[config.mk]
export PLATFORM = sky130hd
export DESIGN_NAME = room_sequencer
export DESIGN_NICKNAME = d
export VERILOG_FILES = /design/src/rtl/room_sequencer.sv
export SDC_FILE = /design/constraint.sdc
export NUM_CORES = 1
export LEC_CHECK = 0
export ABC_AREA = 1
export CAP_MARGIN = 25
export CORE_UTILIZATION = 45
export DETAILED_ROUTE_END_ITERATION = 8
export HOLD_SLACK_MARGIN = 0.02
export PLACE_DENSITY = 0.75
export SYNTH_ARGS = -nofsm -noshare
export SYNTH_HDL_FRONTEND = slang
export SYNTH_SLANG_ARGS = --single-unit
[constraint.sdc]
create_clock -name Clk -period 3.6 [get_ports Clk]
set_input_delay 0.54 -clock Clk [delete_from_list [all_inputs] [get_ports Clk]]
set_output_delay 0.54 -clock Clk [all_outputs]
set_load 0.05 [all_outputs]
[src/rtl/room_sequencer.sv]
// room_sequencer: title -> start blink -> play -> pause/game-over flow owning RoomNum, logo_en, freeze, lives.
// Define ROOM_SEQ_LIVES_EN to enable life counting and GAME_OVER; otherwise lives is tied to START_LIVES.
module room_sequencer #(
  parameter int BLINK_FRAMES = 60,
  parameter int BLINK_HALF   = 8,
  parameter int PAUSE_FRAMES = 90,
  parameter int START_LIVES  = 3,
  parameter int LAST_ROOM    = 2
) (
  input  logic       Clk,
  input  logic       Reset,
  input  logic       frame_clk,
  input  logic       start_key,
  input  logic       mario_dead,
  input  logic       level_clear,
  output logic [1:0] RoomNum,
  output logic       logo_en,
  output logic       freeze,
  output logic [1:0] lives
);
  typedef enum logic [2:0] {TITLE, START_BLINK, PLAY, DEATH_PAUSE, CLEAR_PAUSE, GAME_OVER} state_t;
  localparam logic [7:0] BLINK_LAST = 8'(BLINK_FRAMES - 1);
  localparam logic [7:0] PAUSE_LAST = 8'(PAUSE_FRAMES - 1);
  localparam logic [7:0] HALF       = 8'(BLINK_HALF);
  localparam logic [1:0] LIVES0     = 2'(START_LIVES);
  localparam logic [1:0] LAST       = 2'(LAST_ROOM);
  state_t state, state_n;
  logic frame_clk_q, start_key_q, start_arm, frame_tick, start_edge, expire;
  logic [7:0] fcnt, fcnt_n, half_idx;
  logic [1:0] room, room_n, room_out;
  logic logo_n, freeze_n;
`ifdef ROOM_SEQ_LIVES_EN
  logic [1:0] lives_q, lives_n;
  assign lives = lives_q;
  always_ff @(posedge Clk)
    if (Reset) lives_q <= '0;
    else lives_q <= lives_n;
`else
  assign lives = LIVES0;
`endif
  assign expire = frame_tick && fcnt == PAUSE_LAST;
  always_comb begin
    state_n = state;
    room_n  = room;
`ifdef ROOM_SEQ_LIVES_EN
    lives_n = lives_q;
`endif
    case (state)
      TITLE: if (start_edge) begin
        state_n = START_BLINK;
`ifdef ROOM_SEQ_LIVES_EN
        lives_n = LIVES0;
`endif
      end
      START_BLINK: if (frame_tick && fcnt == BLINK_LAST) begin
        state_n = PLAY;
        room_n  = 2'd1;
      end
      PLAY: state_n = mario_dead ? DEATH_PAUSE : level_clear ? CLEAR_PAUSE : PLAY;
      DEATH_PAUSE: if (expire) begin
`ifdef ROOM_SEQ_LIVES_EN
        state_n = (lives_q == 2'd1) ? GAME_OVER : PLAY;
        lives_n = (lives_q == 2'd1) ? 2'd0 : lives_q - 2'd1;
`else
        state_n = PLAY;
`endif
      end
      CLEAR_PAUSE: if (expire) begin
        state_n = (room >= LAST) ? TITLE : PLAY;
        room_n  = (room >= LAST) ? 2'd0 : room + 2'd1;
      end
      GAME_OVER: if (expire) state_n = TITLE;
      default: state_n = TITLE;
    endcase
    fcnt_n   = (state_n != state) ? 8'd0 : (frame_tick && fcnt != 8'hff) ? fcnt + 8'd1 : fcnt;
    half_idx = fcnt_n / HALF;
    room_out = (state_n == PLAY || state_n == DEATH_PAUSE || state_n == CLEAR_PAUSE) ? room_n : 2'd0;
    logo_n   = (state_n == TITLE) || (state_n == START_BLINK && !half_idx[0]);
    freeze_n = state_n != PLAY;
  end
  // start_arm blocks a key held across reset release from looking like a fresh press
  always_ff @(posedge Clk) begin
    if (Reset) begin
      state       <= TITLE;
      frame_clk_q <= 1'b0;
      start_key_q <= 1'b0;
      start_arm   <= 1'b0;
      frame_tick  <= 1'b0;
      start_edge  <= 1'b0;
      fcnt        <= '0;
      room        <= '0;
      RoomNum     <= '0;
      logo_en     <= 1'b1;
      freeze      <= 1'b1;
    end else begin
      state       <= state_n;
      frame_clk_q <= frame_clk;
      start_key_q <= start_key;
      start_arm   <= start_arm | ~start_key;
      frame_tick  <= frame_clk & ~frame_clk_q;
      start_edge  <= start_key & ~start_key_q & start_arm;
      fcnt        <= fcnt_n;
      room        <= room_n;
      RoomNum     <= room_out;
      logo_en     <= logo_n;
      freeze      <= freeze_n;
    end
  end
endmodule

==> Yosys cells after proc, flatten, opt, wreduce, memory -nomap -nowiden <==
Cells that the tools add are included.
{ "word_totals": {"regBits": 22, "inputBits": 6, "out_inout_bits": 6, "word_cells": 64} }
{ "op_classes": {"n_addsub": 2, "magnitude_cmp": 1, "n_eq_ne": 14, "mux": 15, "bitwise_logic": 8, "n_reduce_logical": 12} }
{ "ops": {"columns": ["op", "n"], "rows": [
  ["$mux 3", 7],
  ["$pmux 3 s6", 1],
  ["$eq 3x2->1 const B", 4],
  ["$eq 3x3->1 const B", 3],
  ["$add 8x1->8 const B", 1],
  ["$eq 8x6->1 const B", 1],
  ["$eq 8x7->1 const B", 1],
  ["$mux 2", 4],
  ["$mux 4", 2],
  ["$ne 8x8->1 const B", 1],
  ["$eq 3x1->1 const B", 2],
  ["$logic_not 3->1", 2],
  ["$logic_and 1x1->1", 4],
  ["$not 1->1", 4],
  ["$pmux 2 s2", 1],
  ["$reduce_or 2->1", 2],
  ["$and 1x1->1", 3],
  ["$logic_or 1x1->1", 3],
  ["$ne 3x2->1 const B", 1],
  ["$ne 3x3->1", 1],
  ["$add 2x1->2 const B", 1],
  ["$ge 2x2->1 const B", 1],
  ["$logic_not 1->1", 1],
  ["$or 1x1->1", 1]
]} }

==> Depth between registers and ports, before layout <==
{ "depth": {"depth_word": 9, "depth_mapped": 11, "ltp_nobuf": 11} }

==> Worst setup path after synthesis <==
OpenSTA, ideal clock, no wires.
{ "synth_path": {"path_type": "register to register", "from": "reg fcnt[1]", "to": "reg logo_en", "setup_time_ns": 0.112, "arrival_ns": 1.234, "required_ns": 3.488, "path_slack_ns": 2.255, "path_stages_with_launch": 11, "path_buffers": 0, "synth_period_minus_slack_ns": 1.345, "path_cell_list": "dfxtp_1 ha_1 inv_1 nor2_1 nand2_1 nand3_1 nand2_1 nand2_1 nand3_1 nor2_1 nor2_1"} }
{ "synth_between": {"elab_chain_len": 9, "word_cells_on_any_way": 20, "classes_between": "add/sub: 1; eq/ne: 5; mux: 7; reduce/logical: 7"} }
{ "synth_lines": {"columns": ["item", "line_no", "source"], "rows": [
  ["from (decl)", "29", "logic [7:0] fcnt, fcnt_n, half_idx;"],
  ["from (signal assigned)", "102", "fcnt <= fcnt_n;"],
  ["$eq 8x7->1 or $eq 8x6->1 (tied branches)", "41, 55", null],
  ["$logic_and 1x1->1, on equally long branches", "41, 55", null],
  ["$mux 3, on equally long branches", null, null],
  ["$pmux 3 s6", "48", "case (state)"],
  ["$ne 3x3->1", "75", "fcnt_n = (state_n != state) ? 8'd0 : (frame_tick && fcnt != 8'hff) ? fcnt + 8'd1 : fcnt;"],
  ["$mux 4", "75", null],
  ["$logic_not 1->1", "78", "logo_n = (state_n == TITLE) || (state_n == START_BLINK && !half_idx[0]);"],
  ["$logic_and 1x1->1", "78", null],
  ["$logic_or 1x1->1 (*)", "78", null],
  ["to (signal assigned)", "105", "logo_en <= logo_n;"],
  ["to (decl)", "17", "output logic logo_en,"]
]} }
Every way passes the cells marked *; elsewhere a longest branch is shown, timed or not.
A chain may end at the register's enable or synchronous reset.

==> Worst setup path after layout <==
{ "layout_path": {"from": "reg logo_en", "to": "out logo_en"} }
No word-level cell between the ends.

==> impl_metrics.env <==
export IMPL_critical_path_slowest_cell="clkdlybuf4s50_1"
export IMPL_crit_chain="clkdlybuf4s50_1"
export IMPL_yosysUniqueCellTypes=25
export IMPL_path_delay_family="buffers and inverters"
export IMPL_p_sw_uw=102
export IMPL_grt_setup_unrepaired="no"
export IMPL_rr_endpoint="logo_en"
export IMPL_cts_tree="yes"
export IMPL_final_layout_size_suffix_gt1_frac=0.0964
export IMPL_tns_ns=0
export IMPL_clk_latency_ns=0.32
export IMPL_max_cap_viol_count=0
export IMPL_io_pins=12
export IMPL_cts_made_buffers=3
export IMPL_postPlaceCellArea_sq_um=1200
export IMPL_r2r_cells=10
export IMPL_fin_crit_sh=0.549
export IMPL_htreeDepth=1
export IMPL_worstSetupPathDepth=1
export IMPL_clkPwrFrac=0.404
export IMPL_status="complete, no violations"
export IMPL_area_growth_pct=15.4
export IMPL_drt_pass1_iterations=4
export IMPL_maxSlewViolCount=0
export IMPL_synth_ff_type="dfxtp_1"
export IMPL_fin_ws_ns=1.62
export IMPL_hold_start="frame_clk_q"
export IMPL_p_int_uw=372
export IMPL_yosys_area_top_type_share=0.406
export IMPL_setup_viol=0
export IMPL_grt_overflow=0
export IMPL_hold_path_class="reg2reg"
export IMPL_post_drt_wl_per_cell_microns=10.1
export IMPL_vias=946
export IMPL_cp_buffers_inverters=1
export IMPL_fmax_ghz=0.506
export IMPL_clk_pin_slew_worst_paths_ns=0.13
export IMPL_die_w_microns=51.1
export IMPL_core_region_area_sq_um=2230
export IMPL_seq_area_frac_synth=0.406
export IMPL_r2r_slack_ns=1.98
export IMPL_synthTopCellsByArea="dfxtp_1 (41%), nor2_1 (10%), nand2_1 (9.7%)"
export IMPL_chipHeight_microns=51.1
export IMPL_yosysMostFrequentCell="nor2_1"
export IMPL_num_nets_final=175
export IMPL_timing_hold_ws_ns=0.405
export IMPL_place_congestion=0.839
export IMPL_postRouteAntennaNets=0
export IMPL_grt_pass1_vias=834
export IMPL_cts_root_buffer="clkbuf_4"
export IMPL_finalHoldViolCount=0
export IMPL_dp_hpwl_mm=1.50
export IMPL_slowest_delay_ns=0.79
export IMPL_wirelength_mm=1.95
export IMPL_viasPerCell=4.88
export IMPL_drt_iter0_drc=12
export IMPL_hold_buffers=0
export IMPL_syn_area_sq_um=1080
export IMPL_place_ws_ns=1.76
export IMPL_cts_setup_buffers=0
export IMPL_arrival_ns=1.44
export IMPL_rows=17
export IMPL_power_frac_seq=0.530
export IMPL_setup_worst_path_end_class="output port"
export IMPL_drc=0
export IMPL_powerDensity_nw_per_um2=379
export IMPL_postSynthAreaPerCell_sq_um=7.04
export IMPL_ys_warn_count=0
export IMPL_holdPathStages=1
export IMPL_final_util=0.560
export IMPL_worst_ir_drop_vdd_mv=0.316
export IMPL_grt_max_degree=14
export IMPL_numClockSinks=22
export IMPL_min_to="frame_tick"
export IMPL_r2r_start="fcnt[1]"
export IMPL_fin_skew_ns=0.00587
export IMPL_async_flop_share=0
export IMPL_p_leak_nw=0.535
export IMPL_antenna_found_initial=0
export IMPL_ys_ff_latch=22
export IMPL_min_period_ns=1.98
export IMPL_startpoint_type="flop"
export IMPL_path_class="reg2out"
export IMPL_cts_resized=0
export IMPL_synthTopCellsByCount="nor2_1 (30), nand2_1 (28), inv_1 (23), dfxtp_1 (22), nand3_1 (14)"
export IMPL_synth_largest_area_cell="dfxtp_1"
export IMPL_worstPathMaxFanout=1
export IMPL_dieArea_sq_um=2610
export IMPL_crit_required_ns=3.06
export IMPL_synth_edf_count=0
export IMPL_final_area_sq_um=1250
export IMPL_numPortBuffers=9
export IMPL_swShare=0.215
export IMPL_grt_pass1_wl_mm=3.33
export IMPL_p_comb_frac=0.065
export IMPL_syn_inst=154
export IMPL_cts_path_max_buffers=2
export IMPL_n_antenna_cell=0
export IMPL_grt_usage=0.171
export IMPL_fillerInstances=234
export IMPL_start_util=0.485
-- logic make-up after synthesis --
kind of cell,share of synthesized area
simple gates,0.357
other cells,0.00346
buf+inv,0.104
fa+ha+maj,0.0231
flops,0.406
xor+xnor,0.0566
compound gates,0.0497
-- final cells by class --
cell class              instances  area, sq um  area share
clock buffers                   3         22.5      0.0180
clock inverters                 1         30.0      0.0240
inverters                      26         97.6      0.0781
multi-input cells             105          534       0.427
flip-flops and latches         22          440       0.352
well taps                      28         35.0      0.0280
repair buffers                  9         90.1      0.0721
-- metal layers --
layer / track usage / vias up / part of all wire
li1: - / 493 / -
met1: 0.211 / 431 / 0.48
met2: 0.272 / 16 / 0.46
met3: 0.0595 / 6 / 0.037
met4: 0.0648 / 0 / 0.016
met5: 0 / - / 0
-- sequential cells by signal (all words and copies together), names as in the netlist --
name,count
fcnt,8
state,3
RoomNum,2
room,2
frame_clk_q,1
frame_tick,1
freeze,1
logo_en,1
start_arm,1
start_edge,1
start_key_q,1
-- through the flow --
stage	power [mW]	instances
2_1_floorplan	0.278	155
3_3_place_gp	0.286	190
3_5_place_dp	0.287	190
4_1_cts	0.477	194
5_1_grt	0.486	194
6_report	0.474	194
-- cells in the final DEF (no fill, tap or decap), types with 2 or more instances in the layout --
cell,instances
xor2_1,7
a21oi_1,2
dfxtp_1,22
inv_1,23
ha_1,2
clkbuf_4,3
conb_1,2
nand4_1,2
nor2_1,30
o21ai_0,3
nand3_1,14
nand2_1,28
nand2_2,3
inv_2,3
nor3_1,2
clkdlybuf4s50_1,9
-- how the worst max path moves through the flow --
stage	startpoint	endpoint
floorplan	fcnt[1]	logo_en
global placement	mario_dead	RoomNum[1]
detailed placement	mario_dead	fcnt[7]
CTS	logo_en	logo_en
global route	RoomNum[1]	RoomNum[1]
finish	logo_en	logo_en
-- power by group through the flow --
stage	Combinational, mW	Sequential (mW)	Clock (mW)
floorplan	0.0225	0.256	0
global placement	0.0300	0.256	0
detailed placement	0.0308	0.257	0
CTS	0.0310	0.251	0.195
global route	0.0350	0.252	0.199
finish	0.0308	0.251	0.192
(Power assumes the default switching activity.)
